<file path="src/rtl/ssd_pkg.sv">
// Shared constants and the active-low hex-to-segment table for the
// Nexys4 eight-digit seven-segment scan controller.
package ssd_pkg;

    localparam int DIGITS = 8;

    localparam logic [6:0] SEG_OFF = 7'h7F;
    localparam logic [7:0] AN_OFF  = 8'hFF;

    // Cathodes a..g map to bits 0..6; a 0 lights the segment.
    function automatic logic [6:0] hexdec(input logic [3:0] h);
        logic [6:0] s;
        case (h)
            4'h0: s = 7'h40;
            4'h1: s = 7'h79;
            4'h2: s = 7'h24;
            4'h3: s = 7'h30;
            4'h4: s = 7'h19;
            4'h5: s = 7'h12;
            4'h6: s = 7'h02;
            4'h7: s = 7'h78;
            4'h8: s = 7'h00;
            4'h9: s = 7'h10;
            4'hA: s = 7'h08;
            4'hB: s = 7'h03;
            4'hC: s = 7'h46;
            4'hD: s = 7'h21;
            4'hE: s = 7'h06;
            default: s = 7'h0E;
        endcase
        return s;
    endfunction

endpackage

</file>
<file path="src/rtl/ssd_hex_decode.sv">
// Combinational hex nibble to active-low seven-segment pattern.
module ssd_hex_decode
    import ssd_pkg::*;
(
    input  logic [3:0] nib,
    output logic [6:0] seg
);

    assign seg = hexdec(nib);

endmodule

</file>
<file path="src/rtl/ssd_scan_ctrl.sv">
// Eight-digit seven-segment scan controller with a double-buffered display value.
// Optional build macro SSD_LEADING_ZERO_BLANK_EN blanks leading zero digits.
module ssd_scan_ctrl
    import ssd_pkg::*;
#(
    parameter int PRESCALE = 100000,
    parameter int GUARD    = 4
) (
    input  logic        clk,
    input  logic        reset,
    input  logic        wr_valid,
    input  logic [31:0] wr_data,
    input  logic [7:0]  wr_dp,
    output logic        wr_ready,
    input  logic [7:0]  dig_en,
    output logic [7:0]  an,
    output logic [6:0]  seg,
    output logic        dp,
    output logic        frame_tick
);

    localparam int CW = $clog2(PRESCALE);
    localparam logic [CW-1:0] LAST    = CW'(PRESCALE - 1);
    localparam logic [CW-1:0] GUARD_C = CW'(GUARD);
    localparam logic [2:0]    IDX_LAST = 3'(DIGITS - 1);

    logic [CW-1:0] count;
    logic [2:0]    idx;
    logic [31:0]   shadow_val, active_val;
    logic [7:0]    shadow_dp, active_dp;
    logic          pending;

    logic          tick, frame_end, xfer, show;
    logic [3:0]    nib;
    logic [6:0]    seg_dec;
    logic [7:0]    lz_blank;

    assign tick      = (count == LAST);
    assign frame_end = tick && (idx == IDX_LAST);

    // Handshake: a write transfers when wr_valid && wr_ready on a clock edge.
    // wr_ready is low while a captured value waits for the next frame boundary;
    // wr_valid during that time is dropped, not queued.
    assign wr_ready = ~pending;
    assign xfer     = wr_valid && !pending;

    assign nib = active_val[{idx, 2'b00} +: 4];

    ssd_hex_decode u_dec (
        .nib (nib),
        .seg (seg_dec)
    );

`ifdef SSD_LEADING_ZERO_BLANK_EN
    // Digit i goes dark when it and every more significant nibble is zero
    // and its decimal point is off; digit 0 always shows.
    always_comb begin
        lz_blank = '0;
        for (int i = 1; i < DIGITS; i++) begin
            lz_blank[i] = ((active_val >> (4 * i)) == 32'd0) && !active_dp[i];
        end
    end
`else
    assign lz_blank = '0;
`endif

    assign show = (count >= GUARD_C) && dig_en[idx] && !lz_blank[idx];

    always_ff @(posedge clk) begin
        if (reset) begin
            count      <= '0;
            idx        <= '0;
            shadow_val <= '0;
            shadow_dp  <= '0;
            active_val <= '0;
            active_dp  <= '0;
            pending    <= 1'b0;
            an         <= AN_OFF;
            seg        <= SEG_OFF;
            dp         <= 1'b1;
            frame_tick <= 1'b0;
        end else begin
            count      <= tick ? '0 : count + CW'(1);
            if (tick) begin
                idx <= idx + 3'd1;
            end
            frame_tick <= frame_end;

            // A transfer landing on frame_end waits a full frame for its commit.
            if (xfer) begin
                shadow_val <= wr_data;
                shadow_dp  <= wr_dp;
                pending    <= 1'b1;
            end else if (frame_end && pending) begin
                active_val <= shadow_val;
                active_dp  <= shadow_dp;
                pending    <= 1'b0;
            end

            if (show) begin
                an  <= ~(8'h01 << idx);
                seg <= seg_dec;
                dp  <= ~active_dp[idx];
            end else begin
                an  <= AN_OFF;
                seg <= SEG_OFF;
                dp  <= 1'b1;
            end
        end
    end

endmodule

</file>
<file path="config.mk">
export PLATFORM = sky130hd
export DESIGN_NAME = ssd_scan_ctrl
export DESIGN_NICKNAME = d
export VERILOG_FILES = /design/src/rtl/ssd_pkg.sv /design/src/rtl/ssd_hex_decode.sv /design/src/rtl/ssd_scan_ctrl.sv
export SDC_FILE = /design/constraint.sdc
export NUM_CORES = 1
export LEC_CHECK = 0
export CAP_MARGIN = 5
export CORE_ASPECT_RATIO = 1.75
export CORE_MARGIN = 1
export CORE_UTILIZATION = 54
export CTS_CLUSTER_SIZE = 12
export DETAILED_ROUTE_END_ITERATION = 12
export PLACE_DENSITY = 0.84
export SLEW_MARGIN = 10
export SYNTH_ARGS = -nofsm -noshare
export SYNTH_HDL_FRONTEND = slang
export SYNTH_SLANG_ARGS = --single-unit
</file>
<file path="constraint.sdc">
create_clock -name clk -period 3.5 [get_ports clk]
set_input_delay 1.05 -clock clk [delete_from_list [all_inputs] [get_ports clk]]
set_output_delay 1.05 -clock clk [all_outputs]
set_load 0.02 [all_outputs]
</file>
==> results of run 1 <==
[placed cells by master, fill, tap and decap left out, types with 8 or more instances in the layout]
| master | n |
|---|---|
| sky130_fd_sc_hd__mux2i_1 | 44 |
| sky130_fd_sc_hd__xor2_1 | 9 |
| sky130_fd_sc_hd__clkbuf_16 | 17 |
| sky130_fd_sc_hd__inv_1 | 14 |
| sky130_fd_sc_hd__buf_4 | 8 |
| sky130_fd_sc_hd__ha_1 | 14 |
| sky130_fd_sc_hd__clkdlybuf4s50_1 | 67 |
| sky130_fd_sc_hd__mux4_2 | 12 |
| sky130_fd_sc_hd__a21oi_1 | 43 |
| sky130_fd_sc_hd__nand3_1 | 14 |
| sky130_fd_sc_hd__nor2_1 | 69 |
| sky130_fd_sc_hd__nand2_1 | 102 |
| sky130_fd_sc_hd__dfxtp_1 | 118 |
[where the power goes]
group          internal (mW)  switching (mW)  total, mW
combinational         0.0807          0.0716      0.152
clock                   1.04           0.547       1.58
sequential              1.38          0.0202       1.40
total                   2.50           0.639       3.13
[tightest hold or removal path: cells and delay by family (launching register included)]
family,cells,cell delay [ns]
compound gates,1,0.05
flops,1,0.30
simple gates,1,0.05
[worst max-delay path by stage]
stage / end / cells past startpoint
finish: seg[6] / 8
global route: seg[6] / 8
CTS: seg[6] / 8
detailed placement: shadow_val[6] / 5
global placement: shadow_val[11] / 5
floorplan: seg[6] / 10
[metal layers]
metal  GRT usage, %  vias up
li1               -     1856
met1           24.6     1755
met4           14.4        0
met5              0        -
met2           41.9      102
met3           7.31       32
[area by class of cell]
class,count,area [um2]
clock buffers,26,499
fillers,665,2590
repair buffers,76,736
multi-input cells,354,2230
inverters,15,56.3
flip-flops and latches,118,2360
well taps,117,146
clock inverters,4,45.0
[per-stage QoR]
step	worst slack (ns)	hold slack (ns)
after detailed placement	0.673	0.447
final	0.906	0.451
after global placement	0.724	0.443
after global routing	0.653	0.475
after CTS	0.877	0.454
after floorplan	1.07	0.436
[state kept, by name (all words and copies together) (netlist names), 3 cells and up]
name and cells:
active_val 32, shadow_val 32, count 17, active_dp 8, an 8, shadow_dp 8, seg 7, idx 3
[cells by family (layout without fill, tap and decap cells)]
group	count (synthesis)	in the layout	synth area share [%]
compound gates	56	56	6.39
xor+xnor	16	16	2.91
fa+ha+maj	14	14	3.64
buf+inv	46	121	4.60
flops	118	118	49.1
mux	57	57	15.0
simple gates	211	211	18.4
==> tab_implementation.tex, run 1 <==
\begin{tabular}{lr}
\hline
Metric & Value \\
\hline
\multicolumn{2}{l}{\textbf{Global routing}} \\
GRT Total Usage & 24.1\% \\
Number of antenna violations at the first check in global routing & 0 \\
Largest net degree at the start of global routing & 86 \\
Vias in the first global route & 3815 \\
Remaining global-route overflow & 0 \\
Wire length of the first global-routing pass & 16900 um \\
\multicolumn{2}{l}{\textbf{Placed design}} \\
Number of buffer cells added on primary ports & a little under 70 \\
Placed instance count & 680 \\
Placed cell area & roughly 5500 um2 \\
HPWL after detailed placement & 6800 um \\
Global placement routability congestion & 0.837 \\
\multicolumn{2}{l}{\textbf{Route}} \\
Via/cell ratio & 5.27 \\
Highest routing layer actually used & met4 \\
DRT met1 WL & 3780 um \\
Routed wl met2 & between 5000 and 6000 um \\
Final wirelength & 9920 um \\
Number of detailed-route iterations in the first pass & 4 \\
Number of design rule violations left after detail routing & 0 \\
Detailed route wirelength on metal3 & approximately 470 um \\
Total via count in the routed design & 3745 \\
Routed wire per std cell & 14.0 um \\
Number of antenna-violating nets in the routed design & 0 \\
Detailed router's first-iteration violation count & 213 \\
\multicolumn{2}{l}{\textbf{Floorplanning}} \\
Die Area & 9310 um2 \\
I/O pin cnt & about 70 \\
Effective utilization at floorplan & 55.5\% \\
Area of the core region & 8670 um2 \\
Cell row count & 45 \\
Die Wd & 73.4 um \\
Die Span Y & 127 um \\
\multicolumn{2}{l}{\textbf{STA}} \\
Worst clock skew & 0.00621 ns \\
Maximum clock frequency & 0.385 GHz \\
Worst max-slew margin expressed relative to the limit & $\sim$40\% \\
TNS Setup & 0 ns \\
Shortest period the worst path allows & approximately 2.6 ns \\
\# setup viols final & 0 \\
Fin. max-slew vios & 0 \\
Share of the cycle needed by the critical path after routing & about three quarters \\
RSZ-0062 raised after global routing & false \\
Pin slew with the least headroom to its limit & 0.895 ns \\
Hold Violations, Final & 0 \\
\multicolumn{2}{l}{\textbf{Clocking}} \\
CTS Root Cell & sky130\_fd\_sc\_hd\_\_clkbuf\_16 \\
Post-cts sizing count & 0 \\
Maximum number of buffers from clock root to sink & 2 \\
Number of buffers inserted by post-CTS setup repair & 0 \\
\# hold bufs at CTS & 0 \\
Number of buffers added by the clock tree synthesis step & 17 \\
Clock transition at the registers of the reported paths & 0.05 ns \\
Clock tree from TritonCTS & built \\
Clock Latency Late Sink & 0.41 ns \\
Maximum level of the CTS H-tree & 4 \\
Number of clock sinks & 118 \\
\multicolumn{2}{l}{\textbf{Hold path}} \\
Worst hold path type & flip-flop to flip-flop \\
Start point of the worst min-delay path & shadow\_dp[4] \\
Number of instances on the worst hold path & 2 \\
Worst Hold End & shadow\_dp[4] \\
\multicolumn{2}{l}{\textbf{Final layout}} \\
Share of the core filled with cells & 70.1\% \\
Number of antenna diodes & 0 \\
Area growth from synthesis to layout & 26.2\% \\
Fraction of layout instances using a drive strength above 1 & slightly below 9\% \\
Area of all placed cells without fillers & 6080 um2 \\
Final cell count without fillers & 710 \\
Final \#Nets & 647 \\
\multicolumn{2}{l}{\textbf{Run}} \\
Max-capacitance violation count & 0 \\
\multicolumn{2}{l}{\textbf{Yosys}} \\
Seq/Total Area, Yosys & 49.1\% \\
Post-synthesis net count & 583 \\
Register bit total from synthesis & between 100 and 150 \\
Unique masters post-synth & 37 \\
Post-synth top area cell & sky130\_fd\_sc\_hd\_\_dfxtp\_1 \\
Avg Synthesized Cell Area & between 9 and 10 um2 \\
Share of flip-flops with an asynchronous set or reset after synthesis & 0\% \\
Share of the synthesized area in the top cell type & 49.1\% \\
Number of enable-type register cells in the synthesized netlist & 0 \\
Post-synthesis cell area & 4820 um2 \\
Count leader, synth & sky130\_fd\_sc\_hd\_\_dfxtp\_1 \\
Instance count of the mapped netlist & 518 \\
Synth warnings & 0 \\
Post-synth top cells & sky130\_fd\_sc\_hd\_\_dfxtp\_1 (118), sky130\_fd\_sc\_hd\_\_nand2\_1 (102), sky130\_fd\_sc\_hd\_\_nor2\_1 (69) \\
Dominant cells by area after synthesis & sky130\_fd\_sc\_hd\_\_dfxtp\_1 (49\%), sky130\_fd\_sc\_hd\_\_mux2i\_1 (9.1\%), sky130\_fd\_sc\_hd\_\_nand2\_1 (8.0\%) \\
Predominant post-synthesis flop cell & sky130\_fd\_sc\_hd\_\_dfxtp\_1 \\
\multicolumn{2}{l}{\textbf{Critical path}} \\
Slowest cell on crit path & sky130\_fd\_sc\_hd\_\_dfxtp\_1 \\
Worst Path Class, Setup & flip-flop to flip-flop \\
Gate family responsible for the most delay along the worst path & multiplexers \\
Cell-by-cell trace of the critical path & mux4\_2 -> mux2i\_1 -> inv\_1 -> ha\_1 -> inv\_1 -> nor2\_1 -> a21oi\_1 -> o221ai\_1 \\
Bufs and invs on worst path & 2 \\
Biggest cell delay along the critical path & slightly below 0.6 ns \\
Number of cell instances on the worst register-to-register path & 8 \\
Reg2Reg Capture Point & seg[6] \\
Worst path most repeated cell & sky130\_fd\_sc\_hd\_\_inv\_1 \\
Arrival time of the worst setup path & 2.86 ns \\
Data required, critical path & $\sim$3.8 ns \\
Worst setup startpoint & idx[0] \\
Crit-path max FO & 7 \\
CP startpoint kind & flip-flop \\
Worst setup EP type & flip-flop \\
R2R Path Start & idx[0] \\
Register-to-register path setup slack & between 0.9 and 1 ns \\
\multicolumn{2}{l}{\textbf{Power}} \\
Leakage & 2.66 nW \\
Highest ir drop seen on vdd & 0.385 mV \\
Cell area power density & 516 nW/um2 \\
Total power consumption of the routed design & between 3 and 4 mW \\
\multicolumn{2}{l}{\textbf{Status}} \\
Status & complete, no violations \\
\hline
\end{tabular}
Power figures use the tool's default switching activity.
==> run 2: changes to the inputs <==
clock period = 2.4 ns   (was 3.5 ns; I/O delays follow)
==> tab_implementation.tex, run 2 (same netlist as run 1, synthesis figures left out) <==
\begin{tabular}{lr}
\hline
Metric & Value \\
\hline
\multicolumn{2}{l}{\textbf{Route}} \\
Number of detailed-route iterations in the first pass & 4 \\
Number of antenna-violating nets in the routed design & 0 \\
Via/cell ratio & 5.27 \\
Number of design rule violations left after detail routing & 0 \\
Total via count in the routed design & roughly 3800 \\
Detailed router's first-iteration violation count & 120 \\
Final wirelength & roughly 10000 um \\
Routed wire per std cell & 14.2 um \\
\multicolumn{2}{l}{\textbf{Clocking}} \\
Maximum number of buffers from clock root to sink & 2 \\
Maximum level of the CTS H-tree & 4 \\
Number of clock sinks & 118 \\
Clock transition at the registers of the reported paths & around 0.05 ns \\
Number of buffers added by the clock tree synthesis step & 17 \\
CTS Root Cell & sky130\_fd\_sc\_hd\_\_clkbuf\_16 \\
Clock tree from TritonCTS & built \\
Clock Latency Late Sink & roughly 0.42 ns \\
\multicolumn{2}{l}{\textbf{Global routing}} \\
GRT Total Usage & approximately a quarter \\
Largest net degree at the start of global routing & 86 \\
GR Layer Usage met3 & 6.43\% \\
Remaining global-route overflow & 0 \\
Met1 usage in global routing & 25.0\% \\
Number of antenna violations at the first check in global routing & 0 \\
Vias in the first global route & 3872 \\
GRT Max-Usage Layer & met2 \\
Wire length of the first global-routing pass & 17200 um \\
Met2 demand-to-capacity share in global routing & a little over two fifths \\
\multicolumn{2}{l}{\textbf{Floorplanning}} \\
Die Wd & 73.4 um \\
Effective utilization at floorplan & 55.5\% \\
Die Area & between 9000 and 10000 um2 \\
Die Span Y & roughly 130 um \\
Area of the core region & between 8000 and 9000 um2 \\
I/O pin cnt & 69 \\
Cell row count & 45 \\
\multicolumn{2}{l}{\textbf{STA}} \\
Share of the cycle needed by the critical path after routing & about nine tenths \\
Slack of the critical path & 0.199 ns \\
RSZ-0062 raised after global routing & false \\
Fin. max-slew vios & 0 \\
Pin slew with the least headroom to its limit & just over 0.8 ns \\
Hold Violations, Final & 0 \\
Worst clock skew & 0.00709 ns \\
Maximum clock frequency & 0.454 GHz \\
TNS Setup & 0 ns \\
\# setup viols final & 0 \\
Worst max-slew margin expressed relative to the limit & 46.0\% \\
Shortest period the worst path allows & about 2.2 ns \\
\multicolumn{2}{l}{\textbf{Critical path}} \\
Worst Path Class, Setup & flip-flop to output port \\
Cell-by-cell trace of the critical path & inv\_1 -> clkdlybuf4s50\_1 \\
Number of cell instances on the worst register-to-register path & 6 \\
Gate family responsible for the most delay along the worst path & buffers and inverters \\
Reg2Reg Capture Point & seg[0] \\
R2R Path Start & idx[1] \\
Worst setup EP type & output port \\
Arrival time of the worst setup path & 1.48 ns \\
Worst setup startpoint & pending \\
Crit-path max FO & 4 \\
Biggest cell delay along the critical path & between 0.5 and 0.6 ns \\
Slowest cell on crit path & sky130\_fd\_sc\_hd\_\_clkdlybuf4s50\_1 \\
Register-to-register path setup slack & 0.22 ns \\
CP startpoint kind & flip-flop \\
Bufs and invs on worst path & 2 \\
Data required, critical path & 1.68 ns \\
\multicolumn{2}{l}{\textbf{Power}} \\
Total power consumption of the routed design & 4.84 mW \\
Leakage & $\sim$2.7 nW \\
Cell area power density & 779 nW/um2 \\
Highest ir drop seen on vdd & 0.579 mV \\
\multicolumn{2}{l}{\textbf{Placed design}} \\
Post-place setup slack & roughly 0.022 ns \\
Global placement routability congestion & 0.796 \\
Number of buffer cells added on primary ports & 68 \\
HPWL after detailed placement & 6770 um \\
\multicolumn{2}{l}{\textbf{Status}} \\
Status & complete, no violations \\
\multicolumn{2}{l}{\textbf{Final layout}} \\
Number of antenna diodes & 0 \\
Total area of sequential cells & roughly 2400 um2 \\
Commonest non-fill, non-tap cell in the layout & sky130\_fd\_sc\_hd\_\_dfxtp\_1 \\
Final \#Nets & 652 \\
Fraction of layout instances using a drive strength above 1 & 10.7\% \\
Area growth from synthesis to layout & 29.1\% \\
Fill cell total of the finished layout & $\sim$640 \\
Multi-input gate area in the final layout & 2240 um2 \\
Largest registers & active\_val (32), shadow\_val (32), count (17) \\
Most used cells in the layout excluding fill and tap cells & sky130\_fd\_sc\_hd\_\_dfxtp\_1 (117), sky130\_fd\_sc\_hd\_\_nand2\_1 (102), sky130\_fd\_sc\_hd\_\_nor2\_1 (69) \\
\multicolumn{2}{l}{\textbf{Hold path}} \\
Worst hold path type & flip-flop to flip-flop \\
Start point of the worst min-delay path & shadow\_dp[3] \\
Worst Hold End & shadow\_dp[3] \\
Number of instances on the worst hold path & 2 \\
\multicolumn{2}{l}{\textbf{Run}} \\
Max-capacitance violation count & 0 \\
\hline
\end{tabular}
run 2: changes by cell type in the layout (fill, tap and decap cells not counted), sizes merged:
cell / delta
clkbuf: -2
clkinvlp: +2
buf: +5
bufinv: +2
run 2: worst max-delay path by stage:
stage,to,slack (ns),depth (start not counted)
after floorplan,seg[6],0.03,10
after global placement,seg[3],0.06,5
after detailed placement,seg[6],0.02,5
after CTS,seg[6],0.09,8
after global routing,seg[3],0.04,7
final,wr_ready,0.20,2
run 2: area by class of cell:
type | count | share of cell area, %
Clock buffer | 24 | 7.91
Clock inverter | 8 | 1.93
Inverter | 15 | 0.905
Multi-Input combinational cell | 354 | 36.1
Sequential cell | 118 | 38.0
Tap cell | 117 | 2.35
Timing Repair Buffer | 81 | 12.8
run 2: what timing repair did:
item | in CTS | in global routing
resized for setup | 0 | 1
endpoints found under the setup margin | 0 | 2
hold buffers | 0 | 0
setup buffers | 0 | 0
run 2: worst register-to-register path: stages (launching register included):
cell and delay (ns):
sky130_fd_sc_hd__dfxtp_1 0.45, sky130_fd_sc_hd__buf_4 0.21, sky130_fd_sc_hd__mux4_2 0.51, sky130_fd_sc_hd__mux2i_1 0.40, sky130_fd_sc_hd__and2_1 0.25, sky130_fd_sc_hd__a22o_1 0.14
sky130_fd_sc_hd__o21ai_0 0.07
run 2: power by group:
group | internal, mW | switching (mW)
clock | 1.73 | 0.846
combinational | 0.120 | 0.104
sequential | 2.01 | 0.0316
total | 3.86 | 0.982
run 2: layer usage:
metal  vias up  wire (um)
met5         -          0
li1       1869          -
met2       103       5520
met4         0        393
met3        35        382
met1      1773       3900
run 2: stage by stage:
step | hold slack (ns) | util, % | std cells | area, um2
final | 0.456 | 71.7 | 717 | 6220
after CTS | 0.457 | 71.7 | 717 | 6220
after detailed placement | 0.448 | 64.6 | 685 | 5610
after global placement | 0.443 | 64.6 | 685 | 5610
after floorplan | 0.436 | - | 518 | 4820
after global routing | 0.484 | 71.7 | 717 | 6220
